==> src/rtl/gfx256_wbm_rw_master_pkg.sv <==
// Shared types and defaults for the GFX Wishbone read/write master.
// The optional watchdog is controlled by the GFX_WBM_TIMEOUT_EN macro.
package gfx256_wbm_rw_master_pkg;

  typedef enum logic [1:0] {
    IDLE = 2'd0,
    BUS  = 2'd1,
    DONE = 2'd2
  } gfx_wbm_state_t;

  localparam int GFX_WBM_TIMEOUT_DEFAULT = 1023;
  localparam int GFX_WBM_WID_DEFAULT     = 256;

  // Width of a counter that must be able to hold the value lim.
  function automatic int gfx_wbm_cnt_width(input int lim);
    return (lim < 1) ? 1 : $clog2(lim + 1);
  endfunction

endpackage

==> src/rtl/gfx256_wbm_rw_master_if.sv <==
// Arbiter-side request/ack signals and Wishbone master signals of the GFX bus master.
// Signal suffixes are from the master's point of view; the slave modport is the environment.
interface gfx256_wbm_rw_master_if #(
  parameter int WID = 256
);

  logic               read_request_i;
  logic               write_request_i;
  logic [31:0]        addr_i;
  logic               we_i;
  logic [WID/8-1:0]   sel_i;
  logic [WID-1:0]     dat_i;
  logic [WID-1:0]     dat_o;
  logic               ack_o;
  logic               err_o;
  logic               busy_o;

  logic               wb_cyc_o;
  logic               wb_stb_o;
  logic               wb_we_o;
  logic [WID/8-1:0]   wb_sel_o;
  logic [31:0]        wb_adr_o;
  logic [WID-1:0]     wb_dat_o;
  logic [WID-1:0]     wb_dat_i;
  logic               wb_ack_i;
  logic               wb_err_i;

  modport master (
    input  read_request_i, write_request_i, addr_i, we_i, sel_i, dat_i,
    input  wb_dat_i, wb_ack_i, wb_err_i,
    output dat_o, ack_o, err_o, busy_o,
    output wb_cyc_o, wb_stb_o, wb_we_o, wb_sel_o, wb_adr_o, wb_dat_o
  );

  modport slave (
    output read_request_i, write_request_i, addr_i, we_i, sel_i, dat_i,
    output wb_dat_i, wb_ack_i, wb_err_i,
    input  dat_o, ack_o, err_o, busy_o,
    input  wb_cyc_o, wb_stb_o, wb_we_o, wb_sel_o, wb_adr_o, wb_dat_o
  );

endinterface

==> src/rtl/gfx256_wbm_rw_master.sv <==
// Wishbone classic master: one held arbiter request becomes one registered bus cycle.
// Define GFX_WBM_TIMEOUT_EN to abort bus cycles the slave never answers.
module gfx256_wbm_rw_master
  import gfx256_wbm_rw_master_pkg::*;
#(
  parameter int WID     = GFX_WBM_WID_DEFAULT,
  parameter int TIMEOUT = GFX_WBM_TIMEOUT_DEFAULT
) (
  input  logic                          clk_i,
  input  logic                          rst_n_i,
  gfx256_wbm_rw_master_if.master        bus_if
);

  gfx_wbm_state_t     state_q;
  logic               cyc_q;
  logic               we_q;
  logic [WID/8-1:0]   sel_q;
  logic [31:0]        adr_q;
  logic [WID-1:0]     wdat_q;
  logic [WID-1:0]     rdat_q;
  logic               ack_q;
  logic               err_q;

  logic               req_any;
  logic               slave_done;
  logic               timeout_hit;
  logic               bus_end;
  logic               unused_we;

  // Direction comes from the request lines; the arbiter's we_i is informational only.
  assign unused_we  = bus_if.we_i;

  assign req_any    = bus_if.read_request_i | bus_if.write_request_i;
  assign slave_done = bus_if.wb_ack_i | bus_if.wb_err_i;
  assign bus_end    = slave_done | timeout_hit;

`ifdef GFX_WBM_TIMEOUT_EN
  localparam int TW = gfx_wbm_cnt_width(TIMEOUT);

  logic [TW-1:0] tmo_q;
  logic [TW-1:0] tmo_d;

  // Abort on the edge where the count of silent BUS cycles would reach TIMEOUT.
  assign timeout_hit = (state_q == BUS) && !slave_done && (tmo_q == TW'(TIMEOUT - 1));

  always_comb begin
    tmo_d = '0;
    if ((state_q == BUS) && !slave_done && !timeout_hit) begin
      tmo_d = tmo_q + 1'b1;
    end
  end

  always_ff @(posedge clk_i or negedge rst_n_i) begin
    if (!rst_n_i) begin
      tmo_q <= '0;
    end else begin
      tmo_q <= tmo_d;
    end
  end
`else
  assign timeout_hit = 1'b0;
`endif

  always_ff @(posedge clk_i or negedge rst_n_i) begin
    if (!rst_n_i) begin
      state_q <= IDLE;
      cyc_q   <= 1'b0;
      we_q    <= 1'b0;
      sel_q   <= '0;
      adr_q   <= '0;
      wdat_q  <= '0;
      rdat_q  <= '0;
      ack_q   <= 1'b0;
      err_q   <= 1'b0;
    end else begin
      ack_q <= 1'b0;
      err_q <= 1'b0;
      case (state_q)
        IDLE: begin
          if (req_any) begin
            adr_q   <= bus_if.addr_i;
            sel_q   <= bus_if.sel_i;
            wdat_q  <= bus_if.dat_i;
            we_q    <= bus_if.write_request_i;
            cyc_q   <= 1'b1;
            state_q <= BUS;
          end
        end
        BUS: begin
          if (bus_end) begin
            cyc_q   <= 1'b0;
            we_q    <= 1'b0;
            ack_q   <= 1'b1;
            err_q   <= bus_if.wb_err_i | timeout_hit;
            state_q <= DONE;
            // Only a clean read updates dat_o; an ack together with err counts as an error.
            if (!we_q && bus_if.wb_ack_i && !bus_if.wb_err_i) begin
              rdat_q <= bus_if.wb_dat_i;
            end
          end
        end
        DONE: begin
          state_q <= IDLE;
        end
        default: begin
          state_q <= IDLE;
          cyc_q   <= 1'b0;
          we_q    <= 1'b0;
        end
      endcase
    end
  end

  assign bus_if.wb_cyc_o = cyc_q;
  assign bus_if.wb_stb_o = cyc_q;
  assign bus_if.wb_we_o  = we_q;
  assign bus_if.wb_sel_o = sel_q;
  assign bus_if.wb_adr_o = adr_q;
  assign bus_if.wb_dat_o = wdat_q;
  assign bus_if.dat_o    = rdat_q;
  assign bus_if.ack_o    = ack_q;
  assign bus_if.err_o    = err_q;
  assign bus_if.busy_o   = (state_q != IDLE);

endmodule

==> src/flat_wrapper.sv <==
// flat-port wrapper written by rule: the top's interface ports become plain ports
module gfx256_wbm_rw_master_flat import gfx256_wbm_rw_master_pkg::*;
#(
  parameter int WID     = GFX_WBM_WID_DEFAULT,
  parameter int TIMEOUT = GFX_WBM_TIMEOUT_DEFAULT
)
  (clk_i, rst_n_i, bus_if_read_request_i, bus_if_write_request_i, bus_if_addr_i, bus_if_we_i, bus_if_sel_i, bus_if_dat_i, bus_if_wb_dat_i, bus_if_wb_ack_i, bus_if_wb_err_i, bus_if_dat_o, bus_if_ack_o, bus_if_err_o, bus_if_busy_o, bus_if_wb_cyc_o, bus_if_wb_stb_o, bus_if_wb_we_o, bus_if_wb_sel_o, bus_if_wb_adr_o, bus_if_wb_dat_o);
  gfx256_wbm_rw_master_if #(.WID(WID)) bus_if_i ();
  input  logic clk_i;
  input  logic rst_n_i;
  input wire logic [$bits(bus_if_i.read_request_i)-1:0] bus_if_read_request_i;
  input wire logic [$bits(bus_if_i.write_request_i)-1:0] bus_if_write_request_i;
  input wire logic [$bits(bus_if_i.addr_i)-1:0] bus_if_addr_i;
  input wire logic [$bits(bus_if_i.we_i)-1:0] bus_if_we_i;
  input wire logic [$bits(bus_if_i.sel_i)-1:0] bus_if_sel_i;
  input wire logic [$bits(bus_if_i.dat_i)-1:0] bus_if_dat_i;
  input wire logic [$bits(bus_if_i.wb_dat_i)-1:0] bus_if_wb_dat_i;
  input wire logic [$bits(bus_if_i.wb_ack_i)-1:0] bus_if_wb_ack_i;
  input wire logic [$bits(bus_if_i.wb_err_i)-1:0] bus_if_wb_err_i;
  output wire logic [$bits(bus_if_i.dat_o)-1:0] bus_if_dat_o;
  output wire logic [$bits(bus_if_i.ack_o)-1:0] bus_if_ack_o;
  output wire logic [$bits(bus_if_i.err_o)-1:0] bus_if_err_o;
  output wire logic [$bits(bus_if_i.busy_o)-1:0] bus_if_busy_o;
  output wire logic [$bits(bus_if_i.wb_cyc_o)-1:0] bus_if_wb_cyc_o;
  output wire logic [$bits(bus_if_i.wb_stb_o)-1:0] bus_if_wb_stb_o;
  output wire logic [$bits(bus_if_i.wb_we_o)-1:0] bus_if_wb_we_o;
  output wire logic [$bits(bus_if_i.wb_sel_o)-1:0] bus_if_wb_sel_o;
  output wire logic [$bits(bus_if_i.wb_adr_o)-1:0] bus_if_wb_adr_o;
  output wire logic [$bits(bus_if_i.wb_dat_o)-1:0] bus_if_wb_dat_o;
  assign bus_if_i.read_request_i = bus_if_read_request_i;
  assign bus_if_i.write_request_i = bus_if_write_request_i;
  assign bus_if_i.addr_i = bus_if_addr_i;
  assign bus_if_i.we_i = bus_if_we_i;
  assign bus_if_i.sel_i = bus_if_sel_i;
  assign bus_if_i.dat_i = bus_if_dat_i;
  assign bus_if_i.wb_dat_i = bus_if_wb_dat_i;
  assign bus_if_i.wb_ack_i = bus_if_wb_ack_i;
  assign bus_if_i.wb_err_i = bus_if_wb_err_i;
  assign bus_if_dat_o = bus_if_i.dat_o;
  assign bus_if_ack_o = bus_if_i.ack_o;
  assign bus_if_err_o = bus_if_i.err_o;
  assign bus_if_busy_o = bus_if_i.busy_o;
  assign bus_if_wb_cyc_o = bus_if_i.wb_cyc_o;
  assign bus_if_wb_stb_o = bus_if_i.wb_stb_o;
  assign bus_if_wb_we_o = bus_if_i.wb_we_o;
  assign bus_if_wb_sel_o = bus_if_i.wb_sel_o;
  assign bus_if_wb_adr_o = bus_if_i.wb_adr_o;
  assign bus_if_wb_dat_o = bus_if_i.wb_dat_o;
  gfx256_wbm_rw_master #(.WID(WID), .TIMEOUT(TIMEOUT)) u_core (.clk_i(clk_i), .rst_n_i(rst_n_i), .bus_if(bus_if_i));
endmodule
==> config.mk <==
export PLATFORM = sky130hd
export DESIGN_NAME = gfx256_wbm_rw_master_flat
export DESIGN_NICKNAME = d
export VERILOG_FILES = /design/src/rtl/gfx256_wbm_rw_master_pkg.sv /design/src/rtl/gfx256_wbm_rw_master_if.sv /design/src/rtl/gfx256_wbm_rw_master.sv /design/src/flat_wrapper.sv
export SDC_FILE = /design/constraint.sdc
export NUM_CORES = 1
export LEC_CHECK = 0
export ABC_CLOCK_PERIOD_IN_PS = 1750
export CAP_MARGIN = 0
export CELL_PAD_IN_SITES_DETAIL_PLACEMENT = 1
export CELL_PAD_IN_SITES_GLOBAL_PLACEMENT = 2
export CORE_AREA = 2 2 456 458
export CTS_CLUSTER_DIAMETER = 40
export CTS_CLUSTER_SIZE = 25
export DETAILED_ROUTE_END_ITERATION = 8
export DIE_AREA = 0 0 458 460
export PLACE_DENSITY_LB_ADDON = 0.1
export SLEW_MARGIN = 40
export SYNTH_ARGS = -nofsm -noshare
export SYNTH_HDL_FRONTEND = slang
export SYNTH_SLANG_ARGS = --single-unit
==> constraint.sdc <==
create_clock -name clk_i -period 1.75 [get_ports clk_i]
set_input_delay 0.35 -clock clk_i [delete_from_list [all_inputs] [get_ports clk_i]]
set_output_delay 0.35 -clock clk_i [all_outputs]
set_load 0.05 [all_outputs]
==> flow_summary.json <==
{
  "worst_pin_slew_ns": 0.3473,
  "cp_max_fo": 7,
  "crit_type": "reg -> reg",
  "htree_num_levels": 4,
  "use_met3": 0.07623,
  "ioPinCount": 1165,
  "worstPathRequired_ns": 2.40,
  "clk_path_buf_depth": 3,
  "cts_buffers": 176,
  "final_common_cell": "clkdlybuf4s50_1",
  "initial_core_util": 0.1105,
  "synth.distinct_cells": 19,
  "use_met1": 0.1255,
  "cts-root-buf": "clkbuf_16",
  "die_w_um": 458,
  "route.detailed.drc": 0,
  "io_buffers": 1163,
  "relSlewSlack": 0.7677,
  "fmax_ghz": 0.4561,
  "cp_slowest_cell": "or4b_4",
  "finalPower_mw": 132.6,
  "synth.largest_area_cell": "dfrtp_1",
  "floorplan.rows": 167,
  "ys_top_cells_by_area": "dfrtp_1 (64%), mux2_2 (17%), mux2_4 (16%), buf_12 (1.9%), buf_2 (0.79%)",
  "cts_tree": "done",
  "outcome": "complete, but fails checks",
  "final_cell_mix": "clkdlybuf4s50_1 (580), mux2_4 (555), dfrtp_1 (553), buf_6 (546), buf_4 (271)",
  "grt_use_met2": 0.2103,
  "grt_pass1_vias": 20235,
  "area.growth.synth_to_final_pct": 124.5,
  "crit_path_start_kind": "flip-flop",
  "hold_class": "in -> reg",
  "drt_pass1_iterations": 4,
  "fin_area_sq_um": 51110,
  "power_density_nw_per_um2": 2594,
  "max_stage_delay_ns": 0.55,
  "p_int_mw": 77.40,
  "dieHeight_um": 460,
  "cp_cell_sequence": "buf_6, nand2b_4, or4b_4, buf_12, buf_16, buf_12, buf_16, mux2_4",
  "leakage_nw": 23.65,
  "core_area_sq_um": 206000,
  "grt_remaining_overflow": 0,
  "slew_violations": 0,
  "finalCritPeriodShare": 1.253,
  "gp_congestion": 0.8023,
  "finalHoldViolations": 0,
  "route.vias.total": 18388,
  "die_area_sq_um": 210700,
  "setup_viol": 590,
  "synth-seq-cells": 582,
  "syn_nets": 1826,
  "p_sw_mw": 55.16,
  "ant_nets": 0,
  "combPwrFrac": 0.553,
  "wire_per_inst_um": 23.78,
  "grt_max_degree": 53,
  "wl_um": 138300,
  "clk_latency_ns": 0.79,
  "violations": "negative setup slack",
  "grt.total_usage": 0.1238,
  "fin_nets": 3536,
  "synth.top_cell.area_share": 0.6397,
  "grt_pass1_wl_um": 180200,
  "fill_cells": 22186,
  "grt-busiest-layer": "met2",
  "drt-initial-drc-count": 570,
  "dp_hpwl_um": 100000,
  "worstPathArrival_ns": 2.84,
  "p_seq_frac": 0.201,
  "maxCapViolations": 0,
  "ys_seq_area_frac": 0.6397,
  "setup_ws_ns": -0.4425,
  "routed_via_density": 3.161,
  "rsz0062_at_grt": "true",
  "syn_area_sq_um": 22770,
  "sw_frac_of_total": 0.4161,
  "antenna_found_initial": 66,
  "placed_area_sq_um": 37200,
  "drive_gt1_frac": 0.6150,
  "fin_skew_ns": 0.04021,
  "post-route-min-period_ns": 2.193,
  "clkPwrFrac": 0.246,
  "syn_area_per_cell_sq_um": 18.32,
  "syn_inst": 1243,
  "ir_drop_mv": 0.9578,
  "hold_ws_ns": 0.1688,
  "clk_pin_slew_ns": 0.04,
  "cts.sink_count": 582,
  "setup_tns_ns": -172.21,
  "endpoint_kind": "flip-flop",
  "yosysWarnings": 0
}
-- through the flow --
step	utilization	cells	setup WS, ns
final	0.2481	5817	-0.4425
after global routing	0.2479	5804	-0.4979
after CTS	0.2233	5521	-0.4814
after detailed placement	0.1805	5120	-0.7574
after global placement	0.1805	5120	-0.7112
after floorplan	-	1243	-0.1506
-- final cells by class --
| class | count | area, sq um | share of cell area |
|---|---|---|---|
| flip-flops and latches | 582 | 14600 | 0.2857 |
| repair buffers | 1597 | 18260 | 0.3572 |
| clock inverters | 58 | 970.9 | 0.01900 |
| multi-input cells | 595 | 8697 | 0.1702 |
| diodes | 22 | 55.05 | 0.001077 |
| clock buffers | 258 | 5142 | 0.1006 |
| well taps | 2704 | 3383 | 0.06619 |
| inverters | 1 | 3.754 | 0.00007344 |
-- routing by layer --
| metal | share of wire | up-vias |
|---|---|---|
| met1 | 0.35 | 9169 |
| met2 | 0.49 | 957 |
| met5 | 0.0029 | - |
| li1 | - | 7926 |
| met3 | 0.13 | 272 |
| met4 | 0.025 | 64 |
-- power by group through the flow --
stage | Clock [mW] | Sequential, mW | Combinational, mW
2_1_floorplan | 0 | 48.0 | 12.0
3_3_place_gp | 0 | 25.6 | 56.8
3_5_place_dp | 0 | 25.6 | 57.1
4_1_cts | 33.7 | 25.8 | 63.1
5_1_grt | 34.5 | 27.4 | 76.0
6_report | 32.7 | 26.6 | 73.3
-- path summary, 6_finish.rpt --
path	from	to	slack, ns	cells after the start
setup reg to reg	u_core.state_q[0]	u_core.bus_if.dat_o[254]	-0.44	8
setup / recovery	u_core.state_q[0]	u_core.bus_if.dat_o[254]	-0.44	8
hold reg to reg	u_core.bus_if.wb_dat_o[107]	u_core.bus_if.wb_dat_o[107]	0.52	1
min in group asynchronous	rst_n_i	u_core.bus_if.dat_o[111]	0.64	3
hold / removal	bus_if_sel_i[6]	u_core.bus_if.wb_sel_o[6]	0.17	2
max in group asynchronous	rst_n_i	u_core.bus_if.dat_o[131]	0.10	4
-- logic make-up after synthesis --
group / count (synthesis) / synth area share
AOI/OAI and AO/OA: 4 / 0.001154
DFF: 582 / 0.6397
and+or+nand+nor: 15 / 0.004012
buffers and inverters: 66 / 0.03072
muxes: 576 / 0.3244
-- synthesized netlist by cell type --
cell      number
buf_4          1
or2_2          2
or4b_4         1
buf_6          6
inv_1          1
buf_2         36
a31oi_1        1
nand2b_1       1
o21ai_0        1
mux2_2       336
dfrtp_1      582
nand2_1        2
nor2_1         6
mux2_4       240
nand2b_4       1
buf_12        22
nand3b_1       1
o31ai_1        2
and2b_1        1
-- repair_timing --
item,in CTS,in global routing
hold buffers,3,0
hold endpoints to repair,563,0
pin swaps,2,2
cloned,47,20
setup endpoints to repair,1150,1157
setup buffers,35,289
resized for setup,267,835
-- registers in the layout, summed over array words and instances (netlist names) --
signal	count
u_core.bus_if.wb_adr_o	32
u_core.bus_if.wb_sel_o	32
u_core.state_q	2
u_core.bus_if.wb_we_o	1
u_core.bus_if.ack_o	1
u_core.bus_if.wb_dat_o	256
u_core.bus_if.dat_o	256
u_core.bus_if.err_o	1
u_core.bus_if.wb_cyc_o	1
-- critical path, delay by kind of cell (launching register included) --
| family | cells | cell delay [ns] |
|---|---|---|
| and+or+nand+nor | 2 | 0.62 |
| buffers and inverters | 5 | 0.76 |
| DFF | 1 | 0.38 |
| muxes | 1 | 0.29 |
Power figures use the tool's default switching activity.
